`config.mk`:
```
export PLATFORM = sky130hd
export DESIGN_NAME = btb_update_unit
export DESIGN_NICKNAME = d
export VERILOG_FILES = /design/src/rtl/btb_pkg.sv /design/src/rtl/btb_upd_fifo.sv /design/src/rtl/btb_update_unit.sv
export SDC_FILE = /design/constraint.sdc
export NUM_CORES = 1
export LEC_CHECK = 0
export CAP_MARGIN = 20
export CORE_MARGIN = 2
export CORE_UTILIZATION = 57
export DETAILED_ROUTE_END_ITERATION = 6
export PLACE_DENSITY = 0.86
export REMOVE_ABC_BUFFERS = 1
export SYNTH_ARGS = -nofsm -noshare
export SYNTH_HDL_FRONTEND = slang
export SYNTH_HIERARCHICAL = 1
export SYNTH_SLANG_ARGS = --single-unit
export TNS_END_PERCENT = 20
```
`constraint.sdc`:
```
create_clock -name clk_i -period 10.57 [get_ports clk_i]
set_input_delay 1.057 -clock clk_i [delete_from_list [all_inputs] [get_ports clk_i]]
set_output_delay 1.057 -clock clk_i [all_outputs]
set_load 0.01 [all_outputs]
```
`src/rtl/btb_pkg.sv`:
```
// Shared types and address-slice constants for the BTB write side.
// The update entry layout here is the one the BTB write port consumes.
package btb_pkg;

    localparam int BTB_ADDR_W        = 64;
    localparam int BTB_INDEX_W       = 2;
    localparam int BYTE_OFFSET_WIDTH = 2;
    localparam int BTB_BIA_W         = BTB_ADDR_W - BTB_INDEX_W - BYTE_OFFSET_WIDTH;
    localparam int BTB_WAYS          = 4;
    localparam int BTB_WAY_W         = $clog2(BTB_WAYS);
    localparam int BTB_FIFO_DEPTH    = 4;

    // PC bit positions of the set index and the branch-instruction-address tag
    localparam int INDEX_LSB = BYTE_OFFSET_WIDTH;
    localparam int INDEX_MSB = INDEX_LSB + BTB_INDEX_W - 1;
    localparam int BIA_LSB   = INDEX_MSB + 1;
    localparam int BIA_MSB   = BTB_ADDR_W - 1;

    typedef struct packed {
        logic [BTB_WAY_W-1:0]   way;
        logic [BTB_INDEX_W-1:0] index;
        logic [BTB_BIA_W-1:0]   bia;
        logic [BTB_ADDR_W-1:0]  target;
    } btb_upd_t;

endpackage

```
`src/rtl/btb_upd_fifo.sv`:
```
// Synchronous FIFO of BTB update entries. Pointers carry one extra wrap
// bit so full and empty are distinguishable without a separate counter.
// Push and pop in the same cycle are both honoured when not full.
module btb_upd_fifo
    import btb_pkg::*;
#(
    parameter int DEPTH = BTB_FIFO_DEPTH
) (
    input  logic     clk_i,
    input  logic     rst_i,
    input  logic     push_i,
    input  btb_upd_t data_i,
    input  logic     pop_i,
    output btb_upd_t data_o,
    output logic     full_o,
    output logic     empty_o
);

    localparam int PTR_W = $clog2(DEPTH);

    btb_upd_t        mem_q [DEPTH];
    btb_upd_t        mem_d [DEPTH];
    logic [PTR_W:0]  wr_ptr_q, wr_ptr_d;
    logic [PTR_W:0]  rd_ptr_q, rd_ptr_d;
    logic            do_push, do_pop;

    assign empty_o = (wr_ptr_q == rd_ptr_q);
    assign full_o  = (wr_ptr_q[PTR_W] != rd_ptr_q[PTR_W]) &&
                     (wr_ptr_q[PTR_W-1:0] == rd_ptr_q[PTR_W-1:0]);
    assign data_o  = mem_q[rd_ptr_q[PTR_W-1:0]];

    // Next-state for storage and pointers; overflow/underflow requests are dropped
    always_comb begin
        do_push  = push_i & ~full_o;
        do_pop   = pop_i & ~empty_o;
        mem_d    = mem_q;
        wr_ptr_d = wr_ptr_q;
        rd_ptr_d = rd_ptr_q;
        if (do_push) begin
            mem_d[wr_ptr_q[PTR_W-1:0]] = data_i;
            wr_ptr_d = wr_ptr_q + 1'b1;
        end
        if (do_pop) begin
            rd_ptr_d = rd_ptr_q + 1'b1;
        end
    end

    // Pointer and storage registers; reset only empties, storage keeps stale data
    always_ff @(posedge clk_i) begin
        if (rst_i) begin
            wr_ptr_q <= '0;
            rd_ptr_q <= '0;
        end else begin
            wr_ptr_q <= wr_ptr_d;
            rd_ptr_q <= rd_ptr_d;
        end
        mem_q <= mem_d;
    end

endmodule

```
`src/rtl/btb_update_unit.sv`:
```
// BTB update unit: detects mispredictions from execute-stage resolutions,
// produces a registered fetch redirect, and queues BTB writes that drain
// whenever fetch is not stalled.
// Optional performance counters are built when BTB_UPD_PERF_EN is defined;
// otherwise both counter ports are tied to zero.
//
// Handshake: a resolution transfers on a cycle where resolve_valid_i and
// resolve_ready_o are both high; resolve_ready_o depends only on FIFO
// fullness and does not anticipate a same-cycle pop.
module btb_update_unit
    import btb_pkg::*;
#(
    parameter int ADDR_WIDTH  = BTB_ADDR_W,
    parameter int INDEX_WIDTH = BTB_INDEX_W,
    parameter int BIA_WIDTH   = BTB_BIA_W,
    parameter int N           = BTB_WAYS,
    parameter int FIFO_DEPTH  = BTB_FIFO_DEPTH
) (
    input  logic                   clk_i,
    input  logic                   arst_i,
    input  logic                   stall_fetch_i,
    input  logic                   resolve_valid_i,
    output logic                   resolve_ready_o,
    input  logic [ADDR_WIDTH-1:0]  resolve_pc_i,
    input  logic                   resolve_taken_i,
    input  logic [ADDR_WIDTH-1:0]  resolve_target_i,
    input  logic                   pred_hit_i,
    input  logic [$clog2(N)-1:0]   pred_way_i,
    input  logic [ADDR_WIDTH-1:0]  pred_target_i,
    output logic                   mispredict_o,
    output logic [ADDR_WIDTH-1:0]  redirect_pc_o,
    output logic                   branch_taken_o,
    output logic [$clog2(N)-1:0]   way_write_o,
    output logic [INDEX_WIDTH-1:0] index_write_o,
    output logic [BIA_WIDTH-1:0]   bia_write_o,
    output logic [ADDR_WIDTH-1:0]  target_addr_o,
    output logic [31:0]            resolved_cnt_o,
    output logic [31:0]            mispredict_cnt_o
);

    logic                  fifo_full, fifo_empty;
    logic                  accept, is_mispredict, push, pop;
    btb_upd_t              push_entry, head_entry;
    logic                  mispredict_q, mispredict_d;
    logic [ADDR_WIDTH-1:0] redirect_pc_q, redirect_pc_d;

    // Acceptance, misprediction classification and the entry to enqueue
    always_comb begin
        accept        = resolve_valid_i & ~fifo_full;
        is_mispredict = (resolve_taken_i != pred_hit_i) |
                        (resolve_taken_i & pred_hit_i & (resolve_target_i != pred_target_i));
        // Correct taken hits are still written so the BTB refreshes its PLRU
        push          = accept & resolve_taken_i;
        pop           = ~fifo_empty & ~stall_fetch_i;
        push_entry.way    = pred_way_i;
        push_entry.index  = resolve_pc_i[INDEX_MSB:INDEX_LSB];
        push_entry.bia    = resolve_pc_i[BIA_MSB:BIA_LSB];
        push_entry.target = resolve_target_i;
    end

    // Next redirect state; the redirect PC is refreshed on every acceptance
    always_comb begin
        mispredict_d  = accept & is_mispredict;
        redirect_pc_d = redirect_pc_q;
        if (accept) begin
            redirect_pc_d = resolve_taken_i ? resolve_target_i
                                            : resolve_pc_i + ADDR_WIDTH'(4);
        end
    end

    // Registered flush pulse and redirect target
    always_ff @(posedge clk_i) begin
        if (arst_i) begin
            mispredict_q  <= 1'b0;
            redirect_pc_q <= '0;
        end else begin
            mispredict_q  <= mispredict_d;
            redirect_pc_q <= redirect_pc_d;
        end
    end

    btb_upd_fifo #(
        .DEPTH (FIFO_DEPTH)
    ) u_fifo (
        .clk_i   (clk_i),
        .rst_i   (arst_i),
        .push_i  (push),
        .data_i  (push_entry),
        .pop_i   (pop),
        .data_o  (head_entry),
        .full_o  (fifo_full),
        .empty_o (fifo_empty)
    );

    assign resolve_ready_o = ~fifo_full;
    assign mispredict_o    = mispredict_q;
    assign redirect_pc_o   = redirect_pc_q;
    assign branch_taken_o  = ~fifo_empty;
    // Write fields read zero while empty so stale storage never shows after reset
    assign way_write_o     = fifo_empty ? '0 : head_entry.way;
    assign index_write_o   = fifo_empty ? '0 : head_entry.index;
    assign bia_write_o     = fifo_empty ? '0 : head_entry.bia;
    assign target_addr_o   = fifo_empty ? '0 : head_entry.target;

`ifdef BTB_UPD_PERF_EN
    logic [31:0] resolved_cnt_q, resolved_cnt_d;
    logic [31:0] mispredict_cnt_q, mispredict_cnt_d;

    // Counter increments; both wrap naturally at 2^32
    always_comb begin
        resolved_cnt_d   = resolved_cnt_q + {31'd0, accept};
        mispredict_cnt_d = mispredict_cnt_q + {31'd0, mispredict_d};
    end

    // Performance counter registers
    always_ff @(posedge clk_i) begin
        if (arst_i) begin
            resolved_cnt_q   <= '0;
            mispredict_cnt_q <= '0;
        end else begin
            resolved_cnt_q   <= resolved_cnt_d;
            mispredict_cnt_q <= mispredict_cnt_d;
        end
    end

    assign resolved_cnt_o   = resolved_cnt_q;
    assign mispredict_cnt_o = mispredict_cnt_q;
`else
    assign resolved_cnt_o   = 32'd0;
    assign mispredict_cnt_o = 32'd0;
`endif

endmodule

```
==> impl_metrics.xml <==
<?xml version="1.0" encoding="UTF-8"?>
<metrics>
  <group name="outcome">
    <metric name="run_status" unit="">complete, no violations</metric>
  </group>
  <group name="yosys">
    <metric name="postSynthCellCount" unit="">1586</metric>
    <metric name="number_of_synthesized_flops_with_an_enable_pin" unit="">512</metric>
    <metric name="synth_sequential_area_ratio" unit="%">66.7</metric>
    <metric name="synth.avg_cell_area" unit="µm²">15.9</metric>
    <metric name="synth_area" unit="mm²">0.0252</metric>
    <metric name="synth.distinct_cells" unit="">50</metric>
    <metric name="synth_top_area_share" unit="%">61.1</metric>
    <metric name="post_synth_most_frequent_cells" unit="">edfxtp_1 (512), nor2b_1 (134), mux4_2 (128)</metric>
    <metric name="ys_warn_count" unit="">6</metric>
    <metric name="ys_top_cells_by_area" unit="">edfxtp_1 (61%), mux4_2 (11%), dfxtp_1 (5.6%), nor2b_1 (3.3%), xnor2_1 (2.6%)</metric>
    <metric name="synth-seq-cells" unit="">583</metric>
    <metric name="post-synth-top-area-cell" unit="">edfxtp_1</metric>
    <metric name="count_leader_synth" unit="">edfxtp_1</metric>
    <metric name="synth_flop_type" unit="">edfxtp_1</metric>
    <metric name="postSynth.asyncResetShare" unit="%">0</metric>
  </group>
  <group name="worst_setup_path">
    <metric name="reg2reg_to" unit="">u_fifo/mem_q[485]</metric>
    <metric name="crit_path_start_kind" unit="">flop</metric>
    <metric name="cp.required" unit="ns">9.51</metric>
    <metric name="arrival" unit="ns">4.04</metric>
    <metric name="critical_path_fanouts_max" unit="">80</metric>
    <metric name="r2r.worst_path.cells" unit="">10</metric>
    <metric name="regToRegStartpoint" unit="">u_fifo/rd_ptr_q[1]</metric>
    <metric name="rrSetupSlack" unit="ns">5.72</metric>
    <metric name="crit_type" unit="">reg -&gt; out</metric>
    <metric name="cp-end-kind" unit="">output pin</metric>
  </group>
  <group name="placement">
    <metric name="detailed_place_hpwl" unit="mm">43.6</metric>
    <metric name="placement.setup.worst_slack" unit="ns">5.71</metric>
    <metric name="place_inst" unit="">2497</metric>
    <metric name="quantity_of_i_o_buffers_inserted_on_ports" unit="">394</metric>
    <metric name="gp_congestion" unit="">0.861</metric>
  </group>
  <group name="route">
    <metric name="firstDrtPassIters" unit="">7</metric>
    <metric name="wl_per_cell" unit="µm">26.0</metric>
    <metric name="post-route-drc-count" unit="">0</metric>
    <metric name="detailroute.via_count" unit="">15818</metric>
    <metric name="wirelength" unit="mm">68.0</metric>
    <metric name="drt_iter0_markers" unit="">1702</metric>
    <metric name="vias_per_cell" unit="">6.06</metric>
    <metric name="final_antenna_net_count" unit="">0</metric>
  </group>
  <group name="global_routing">
    <metric name="grt_busiest_layer" unit="">met2</metric>
    <metric name="grtUsageMet3" unit="%">6.27</metric>
    <metric name="antenna_found_initial" unit="">10</metric>
    <metric name="grt_start_max_net_pins" unit="">81</metric>
    <metric name="grt_use_total" unit="%">29.2</metric>
    <metric name="global_route.usage.met2" unit="%">49.3</metric>
    <metric name="first_pass_grt_wire_length" unit="mm">99.9</metric>
    <metric name="first_global_vias" unit="">15917</metric>
    <metric name="total_global_routing_overflow" unit="">0</metric>
    <metric name="gr-usage-met1" unit="%">38.8</metric>
  </group>
  <group name="timing">
    <metric name="rsz0062_at_grt" unit="">no</metric>
    <metric name="hold_violations" unit="">0</metric>
    <metric name="max-slew-margin-rel" unit="%">26.1</metric>
    <metric name="maximum_achievable_frequency" unit="MHz">196</metric>
    <metric name="timing.final.setup_violations" unit="">0</metric>
    <metric name="min_period" unit="ns">5.10</metric>
    <metric name="final_max_slew_viol_count" unit="">0</metric>
    <metric name="post-route-worst-setup-slack" unit="ns">5.47</metric>
    <metric name="finalClockSkew" unit="ns">0.0189</metric>
    <metric name="post_route_setup_tns" unit="ns">0</metric>
    <metric name="max_slew.worst_pin.slew" unit="ns">1.11</metric>
    <metric name="period_utilization" unit="%">48.3</metric>
  </group>
  <group name="die">
    <metric name="design.portCount" unit="">459</metric>
    <metric name="fp.dieArea" unit="mm²">0.0459</metric>
    <metric name="floorplan.die.height" unit="µm">214</metric>
    <metric name="core" unit="mm²">0.0434</metric>
    <metric name="starting_density_of_the_core" unit="%">58.0</metric>
    <metric name="rows" unit="">76</metric>
    <metric name="die_x" unit="µm">214</metric>
  </group>
  <group name="clock_network">
    <metric name="clk_lat_worst_skew" unit="ns">0.62</metric>
    <metric name="cts_tree" unit="">done</metric>
    <metric name="cts_post_setup_buffers_inserted" unit="">0</metric>
    <metric name="htree_levels" unit="">2</metric>
    <metric name="clock_path_buffers" unit="">3</metric>
    <metric name="clkSlewWorstSetupHoldPaths" unit="ns">0.06</metric>
    <metric name="cts-resized-gates" unit="">0</metric>
    <metric name="cts_inserted_buffers" unit="">57</metric>
    <metric name="tritoncts_num_sinks" unit="">583</metric>
    <metric name="cts-hold-fix-buffers" unit="">0</metric>
    <metric name="clockRootBuffer" unit="">clkbuf_16</metric>
  </group>
  <group name="pwr">
    <metric name="p_total" unit="W">0.00619</metric>
    <metric name="power.density" unit="mW/mm²">198</metric>
    <metric name="power_leakage" unit="nW">10.0</metric>
    <metric name="max-vdd-ir-drop" unit="mV">0.146</metric>
  </group>
  <group name="cells_and_area">
    <metric name="areaGrowthSynthToFinish" unit="%">24.4</metric>
    <metric name="finish.cell_count_without_fillers" unit="">2612</metric>
    <metric name="final_layout_size_suffix_gt1_share" unit="%">12.6</metric>
    <metric name="utilization" unit="%">72.2</metric>
    <metric name="num-nets-final" unit="">2179</metric>
    <metric name="fill_cells" unit="">2763</metric>
  </group>
  <group name="flow_run">
    <metric name="max_cap_violations" unit="">0</metric>
  </group>
  <group name="min_path">
    <metric name="hold-path-cell-count" unit="">2</metric>
    <metric name="hp-class" unit="">reg -&gt; reg</metric>
    <metric name="hold_end" unit="">redirect_pc_o[4]</metric>
    <metric name="hold_path.startpoint" unit="">redirect_pc_o[4]</metric>
  </group>
</metrics>
## registers in the layout, summed over array words and instances, names as in the netlist
name,flops
mispredict_o,1
redirect_pc_o,64
u_fifo/mem_q,512
u_fifo/rd_ptr_q,3
u_fifo/wr_ptr_q,3
## worst max path at each step
| stage | from | endpoint | cells after the start |
|---|---|---|---|
| after floorplan | u_fifo/rd_ptr_q[0] | u_fifo/rd_ptr_q[0] | 6 |
| after global placement | resolve_valid_i | u_fifo/mem_q[482] | 8 |
| after detailed placement | resolve_valid_i | u_fifo/mem_q[267] | 8 |
| after CTS | u_fifo/rd_ptr_q[0] | bia_write_o[21] | 5 |
| after global routing | u_fifo/rd_ptr_q[0] | target_addr_o[54] | 5 |
| final | u_fifo/rd_ptr_q[1] | bia_write_o[42] | 6 |
## critical path: stages, from the launching register on
cell	delay (ns)
dfxtp_4	0.33
buf_4	0.73
xor2_2	0.28
nor3_2	0.31
buf_4	0.79
nor2b_1	0.29
clkdlybuf4s50_1	0.56
## metrics by stage
step | instance area (µm²) | hold WS, ns
final | 31300 | 0.452
after global routing | 31300 | 0.475
after CTS | 31300 | 0.454
after detailed placement | 29400 | 0.446
after global placement | 29400 | 0.441
after floorplan | 24500 | 0.470
## where the power goes
group          internal, W  switching [W]
logic             0.000790       0.000765
clock network      0.00116       0.000871
registers          0.00257      0.0000244
## layer usage
metal	wire length (µm)	share of wire (%)
met5	35	0.051
met4	1690	2.5
met3	6560	9.7
met2	34200	50
met1	25500	38
## cells in the final DEF, fill, tap and decap left out, drive strengths merged, types with 5 or more instances in the layout
master,count
a211oi,15
and3,30
dfxtp,71
clkbuf,70
o21ai,34
clkinv,24
edfxtp,512
nor2,23
nor3b,5
xnor2,75
and2,6
nand3b,13
nand4,41
a31oi,10
diode,6
buf,20
clkdlybuf4s50,392
and4,6
nor3,11
o211ai,7
conb,64
bufinv,5
xor2,50
nand2,66
nor4,19
nor2b,134
mux4,128
o22ai,17
clkinvlp,7
nand3,47
inv,22
a21oi,59
nand2b,6
ha,7
## cells by family after synthesis
| group | share of synthesized area (%) |
|---|---|
| buffers and inverters | 3.73 |
| adder cells (fa/ha/maj) | 0.348 |
| AND/OR/NAND/NOR | 9.57 |
| flip-flops | 66.7 |
| AO/OA/AOI/OAI | 3.61 |
| multiplexers | 11.6 |
| other | 0.0149 |
| XOR/XNOR | 4.38 |
## final cells by class
cell class | count | area, µm² | share of cell area [%]
sequential | 583 | 16800 | 53.7
multi-input combinational | 898 | 7700 | 24.6
timing repair buffer | 412 | 4090 | 13.1
clock buffer | 70 | 1550 | 4.94
tap | 585 | 732 | 2.34
clock inverter | 38 | 338 | 1.08
inverter | 20 | 75.1 | 0.240
antenna | 6 | 15.0 | 0.0480
(Power assumes the default switching activity.)
